### config.mk
export PLATFORM = sky130hd
export DESIGN_NAME = fetch_stage
export DESIGN_NICKNAME = d
export VERILOG_FILES = /design/src/rtl/mips_pkg.sv /design/src/rtl/fetch_buffer.sv /design/src/rtl/fetch_stage.sv
export SDC_FILE = /design/constraint.sdc
export NUM_CORES = 1
export LEC_CHECK = 0
export ABC_CLOCK_PERIOD_IN_PS = 9850
export BUFFER_PORTS_ARGS = -buffer_cell sky130_fd_sc_hd__buf_4
export CORE_MARGIN = 5
export CORE_UTILIZATION = 35
export DETAILED_ROUTE_END_ITERATION = 8
export PLACE_DENSITY = 0.51
export RECOVER_POWER = 50
export REMOVE_ABC_BUFFERS = 1
export SLEW_MARGIN = 20
export SYNTH_ARGS = -nofsm -noshare
export SYNTH_HDL_FRONTEND = slang
export SYNTH_HIERARCHICAL = 1
export SYNTH_SLANG_ARGS = --single-unit
### constraint.sdc
create_clock -name clk -period 9.85 [get_ports clk]
set_input_delay 0.4925 -clock clk [delete_from_list [all_inputs] [get_ports clk]]
set_output_delay 0.4925 -clock clk [all_outputs]
set_load 0.02 [all_outputs]
### src/rtl/mips_pkg.sv
// Shared definitions for the MIPS front end.
//   fetchState_t     : fetch FSM states (IDLE / WAIT / DISCARD)
//   DEFAULT_RESET_PC : byte address fetched first after reset
//   NOP_WORD         : instruction word used as the IF/ID reset value
package mips_pkg;

  typedef enum logic [1:0] {
    IDLE,     // no request outstanding
    WAIT,     // request outstanding, returned word is kept
    DISCARD   // request outstanding, returned word is dropped
  } fetchState_t;

  localparam logic [31:0] DEFAULT_RESET_PC = 32'h0040_0000;
  localparam logic [31:0] NOP_WORD         = 32'h0000_0000;

endpackage

### src/rtl/fetch_buffer.sv
// Two-entry synchronous FIFO between instruction memory and the IF/ID register.
// Entries are {instruction, fetch address + 4}.
// Ports:
//   clk, reset        : clock, asynchronous active-high reset
//   push, pushData    : write an entry (ignored when full and not popping)
//   pop               : remove the head entry (ignored when empty)
//   flush             : discard all entries; takes priority over push/pop
//   headData          : current head entry (valid when empty=0)
//   full, empty       : occupancy flags
module fetch_buffer (
  input  logic        clk,
  input  logic        reset,
  input  logic        push,
  input  logic        pop,
  input  logic        flush,
  input  logic [63:0] pushData,
  output logic [63:0] headData,
  output logic        full,
  output logic        empty
);

  logic [63:0] mem [2];
  logic        rdPtr;
  logic        wrPtr;
  logic [1:0]  count;
  logic        doPush;
  logic        doPop;

  assign empty    = (count == 2'd0);
  assign full     = (count == 2'd2);
  assign doPop    = pop && !empty;
  assign doPush   = push && (!full || doPop);
  assign headData = mem[rdPtr];

  always_ff @(posedge clk or posedge reset) begin
    if (reset) begin
      rdPtr <= 1'b0;
      wrPtr <= 1'b0;
      count <= '0;
    end else if (flush) begin
      rdPtr <= 1'b0;
      wrPtr <= 1'b0;
      count <= '0;
    end else begin
      if (doPush) wrPtr <= ~wrPtr;
      if (doPop)  rdPtr <= ~rdPtr;
      count <= count + {1'b0, doPush} - {1'b0, doPop};
    end
  end

  always_ff @(posedge clk) begin
    if (doPush && !flush) mem[wrPtr] <= pushData;
  end

endmodule

### src/rtl/fetch_stage.sv
// Instruction fetch stage: one outstanding memory request, a 2-entry
// instruction buffer and the IF/ID pipeline register.
// Ports:
//   clk, reset                  : clock, asynchronous active-high reset
//   imem_req/imem_addr          : request and word-aligned byte address
//   imem_ack/imem_rdata         : response strobe and instruction word
//   redirect_valid/redirect_pc  : taken branch/jump; overrides stall
//   stall                       : decode cannot accept a new word
//   if_id_valid/inst/pc_4       : IF/ID register contents
// Optional macro FETCH_PERF_EN adds fetch_count and stall_count outputs.
module fetch_stage
  import mips_pkg::*;
#(
  parameter logic [31:0] RESET_PC  = DEFAULT_RESET_PC,
  parameter int unsigned BUF_DEPTH = 2
) (
  input  logic        clk,
  input  logic        reset,
  output logic        imem_req,
  output logic [31:0] imem_addr,
  input  logic        imem_ack,
  input  logic [31:0] imem_rdata,
  input  logic        redirect_valid,
  input  logic [31:0] redirect_pc,
  input  logic        stall,
  output logic        if_id_valid,
  output logic [31:0] if_id_inst,
  output logic [31:0] if_id_pc_4
`ifdef FETCH_PERF_EN
  ,
  output logic [31:0] fetch_count,
  output logic [31:0] stall_count
`endif
);

  localparam logic [2:0] BUF_CAP = 3'(BUF_DEPTH);

  fetchState_t state;
  fetchState_t stateNext;
  logic [31:0] pc;
  logic [31:0] pcNext;
  logic [31:0] addrReg;
  logic        push;
  logic        load;
  logic        pop;
  logic        issue;
  logic        bufFull;
  logic        bufEmpty;
  logic [63:0] headData;
  logic [1:0]  occCur;
  logic [2:0]  occNext;

  // pc is the next address to fetch; addrReg is the address presented to
  // memory, frozen from issue until ack even after a redirect moves pc.
  assign imem_req  = (state != IDLE);
  assign imem_addr = addrReg;

  assign push    = (state == WAIT) && imem_ack && !redirect_valid;
  assign load    = !redirect_valid && (!stall || !if_id_valid);
  assign pop     = load && !bufEmpty;
  assign occCur  = {bufFull, !bufFull && !bufEmpty};
  assign occNext = {1'b0, occCur} + {2'b00, push} - {2'b00, pop};

  always_comb begin
    pcNext = pc;
    if (redirect_valid) pcNext = {redirect_pc[31:2], 2'b00};
    else if (push)      pcNext = pc + 32'd4;
  end

  // A new request may only go out if its response is guaranteed a buffer slot.
  always_comb begin
    stateNext = state;
    issue     = 1'b0;
    case (state)
      IDLE: begin
        if (!redirect_valid && (occNext < BUF_CAP)) begin
          issue     = 1'b1;
          stateNext = WAIT;
        end
      end
      WAIT: begin
        if (imem_ack) begin
          if (!redirect_valid && (occNext < BUF_CAP)) issue = 1'b1;
          else                                        stateNext = IDLE;
        end else if (redirect_valid) begin
          stateNext = DISCARD;
        end
      end
      DISCARD: begin
        if (imem_ack) stateNext = IDLE;
      end
      default: stateNext = IDLE;
    endcase
  end

  always_ff @(posedge clk or posedge reset) begin
    if (reset) begin
      state   <= IDLE;
      pc      <= RESET_PC;
      addrReg <= RESET_PC;
    end else begin
      state <= stateNext;
      pc    <= pcNext;
      if (issue) addrReg <= pcNext;
    end
  end

  fetch_buffer u_buffer (
    .clk      (clk),
    .reset    (reset),
    .push     (push),
    .pop      (pop),
    .flush    (redirect_valid),
    .pushData ({imem_rdata, imem_addr + 32'd4}),
    .headData (headData),
    .full     (bufFull),
    .empty    (bufEmpty)
  );

  always_ff @(posedge clk or posedge reset) begin
    if (reset) begin
      if_id_valid <= 1'b0;
      if_id_inst  <= NOP_WORD;
      if_id_pc_4  <= '0;
    end else if (redirect_valid) begin
      if_id_valid <= 1'b0;
    end else if (load) begin
      // An empty buffer yields a bubble but keeps the last word/pc visible.
      if_id_valid <= !bufEmpty;
      if (!bufEmpty) begin
        if_id_inst <= headData[63:32];
        if_id_pc_4 <= headData[31:0];
      end
    end
  end

`ifdef FETCH_PERF_EN
  always_ff @(posedge clk or posedge reset) begin
    if (reset) begin
      fetch_count <= '0;
      stall_count <= '0;
    end else begin
      if (push)                 fetch_count <= fetch_count + 32'd1;
      if (stall && if_id_valid) stall_count <= stall_count + 32'd1;
    end
  end
`endif

endmodule

==> flow_summary.toml <==
[clocking]
clk_path_buf_depth = 3
worstSkewPairLatency_ns = 0.54
clockRootBuffer = "clkbuf_16"
clkTransAtPathRegs_ns = 0.06
cts_sinks = 263
cts.repair.resized = 0
cts_tree = "yes"
htree_levels = 1
cts_buffers = 30

[outcome]
status = "finished with violations"
violations = "max-capacitance violations, max-slew violations"

[timing]
skew_ns = 0.0128
worstMarginPinSlew_ns = 4.11
tns_ns = 0
finalSetupViolCount = 0
fmax_mhz = 175
finalMaxSlewViolations = 214
finalHoldViolCount = 0
post-route-period-util = 0.581
setup_slack_ns = 4.12
period_needed_ns = 5.73
slew_headroom = -1.76
rsz0062_at_grt = "no"

[synth]
synthMuxAreaShare = 0.185
yosysWarnings = 6
synthSimpleGateAreaFrac = 0.0724
synthCells = 710
synth_top_area_share = 0.352
ys_seq_area_frac = 0.662
ys_types = 42
synth-xor-area-share = 0.0472
synth_compound_area_frac = 0.0121
ys_ff_latch = 263
synth_top_family_by_area = "multiplexers"
avgSynthCellArea_um2 = 15.4
synth_adder_area_share = 0.00642
syn-cell-area_um2 = 10900
yosys.area.top_type = "edfxtp_1"
synth_area_leaders = "edfxtp_1, dfrtp_1, mux2_2"

[final_layout]
area.growth.synth_to_final_pct = 21.5
seq_area_um2 = 7230
n_fill_cell = 2946
drive_gt1_frac = 0.271
multiInputGateArea_um2 = 3550
final_cells = 1311
layout_common_cells = "dfrtp_1, edfxtp_1, mux2_2"
diodes = 0
utilization = 0.433
fin_nets = 965
layout_commonest_cell = "dfrtp_1"

[power]
p_per_area_nw_per_um2 = 257
switchingPower_mw = 1.04
p_int_mw = 2.37
power.share.combinational = 0.209
pwr-share-clk = 0.343
power_frac_seq = 0.448
leakage_nw = 5.05
peakVddDrop_v = 0.000139
switching_share = 0.305

[detailed_routing]
wl_per_cell_um = 18.9
post-route-drc-count = 0
vias = 6284
ant_nets = 0
viasPerCell = 4.79
wl_um = 24800
drt_iter0_markers = 226
dr.pass1.iters = 4

[placed_design]
numPortBuffers = 164
pre_cts_slack_ns = 5.51
place.gp.congestion = 0.734
hpwlAfterDp_um = 15700
place_inst = 1254

[floorplanning]
initial_core_util = 0.356
pin_count = 167
core-area_um2 = 30700
rows = 64
die_h_um = 187
dieArea_um2 = 34800
die_w_um = 187

[setup_path]
ff2ff_path_depth = 10
crit_type = "in -> reg"
reg2reg_to = "imem_addr[19]"
worstPathArrival_ns = 6.15
crit_path_max_fanout = 55
worstSetupStartpointType = "primary input"
r2r_slack_ns = 5.04
timing.rr.start = "u_buffer/count[1]"
required_ns = 10.27
cp-end-kind = "flop"

[grt]
grt_max_degree = 83
grt_pass1_vias = 6836
grt_first_pass_wirelength_um = 39700
antenna_found_initial = 0
overflow = 0
track_usage = 0.141

[worst_hold_path]
min_path_cells = 2
min_path_type = "in -> reg"
min_to = "state[1]"
hold_start = "imem_ack"

[job]
drv_cap = 4
==> logic make-up after synthesis <==
family | count (synthesis)
flops | 263
mux | 179
simple gates | 142
xor+xnor | 58
buf+inv | 38
compound gates | 25
fa+ha+maj | 5
==> state kept, by name, indices dropped and copies added (netlist names) <==
name	cells
if_id_inst	32
pc	32
u_buffer/count	2
state	2
u_buffer/rdPtr	1
if_id_valid	1
u_buffer/wrPtr	1
u_buffer/mem	128
if_id_pc_4	32
imem_addr	32
==> power groups by stage <==
stage,sequential [mW],clock (mW),combinational (mW)
2_1_floorplan,1.74,0,0.272
5_1_grt,1.56,1.26,0.783
3_5_place_dp,1.56,0,0.873
6_report,1.53,1.17,0.715
3_3_place_gp,1.55,0,0.865
4_1_cts,1.54,1.21,0.875
==> Yosys cell counts (all sizes together) <==
library cell / count
or2: 4
xor2: 21
nand3: 19
dfrtp: 133
nand4: 15
nand4bb: 1
o21ai: 14
edfxtp: 128
nor2b: 6
inv: 14
buf: 13
or3: 1
dfstp: 2
nand2: 33
xnor2: 37
and2: 3
nor4bb: 1
nor2: 18
and3: 12
or4: 2
ha: 4
mux2: 178
a211oi: 1
mux2i: 1
nand2b: 3
nor4: 9
fa: 1
a21boi: 1
a21oi: 8
nor3: 7
nor3b: 1
clkbuf: 11
a21o: 1
nand3b: 1
and4: 6
==> final cells by class <==
cell class,count,area share
Clock inverter,18,0.0145
Inverter,14,0.00405
Timing Repair Buffer,173,0.0664
Tap cell,396,0.0373
Clock buffer,38,0.0657
Sequential cell,263,0.545
Multi-Input combinational cell,409,0.267
==> stage by stage <==
step                      power [mW]  hold slack, ns  instance area [µm²]
after CTS                       3.63          0.0903                13700
after global placement          2.42           0.438                12600
final                           3.42           0.125                13300
after global routing            3.60           0.105                13300
after detailed placement        2.43           0.443                12600
after floorplan                 2.01           0.259                10800
==> routing by layer <==
metal / routed length, µm / GRT usage
met2: 11700 / 0.229
met5: 0 / 0
met1: 11600 / 0.196
met4: 451 / 0.0350
met3: 1150 / 0.0275
==> worst max path at each step <==
| stage | start | end | slack [ns] |
|---|---|---|---|
| 2_1_floorplan | stall | u_buffer/mem[1][0] | -1.74 |
| 4_1_cts | u_buffer/count[1] | imem_addr[19] | 5.89 |
| 3_3_place_gp | redirect_valid | imem_addr[20] | 5.50 |
| 5_1_grt | reset | if_id_inst[29] | 3.05 |
| 6_report | redirect_valid | imem_addr[19] | 4.12 |
| 3_5_place_dp | redirect_valid | imem_addr[5] | 5.51 |
==> worst max-delay path: stages <==
cell and delay, ns:
clkbuf_1 2.02, a211oi_4 -0.04, clkbuf_1 0.70, ha_1 0.53, or2_2 0.30, fa_1 0.38
xnor2_1 0.20, nand4_1 0.69, buf_4 0.52, mux2_2 0.30
==> what timing repair did <==
| action | in CTS | in global routing |
|---|---|---|
| hold buffers | 1 | 0 |
| hold endpoints to repair | 4 | 0 |
| buffers inserted | 0 | 0 |
Note: power is estimated with default switching activity, not from simulation.
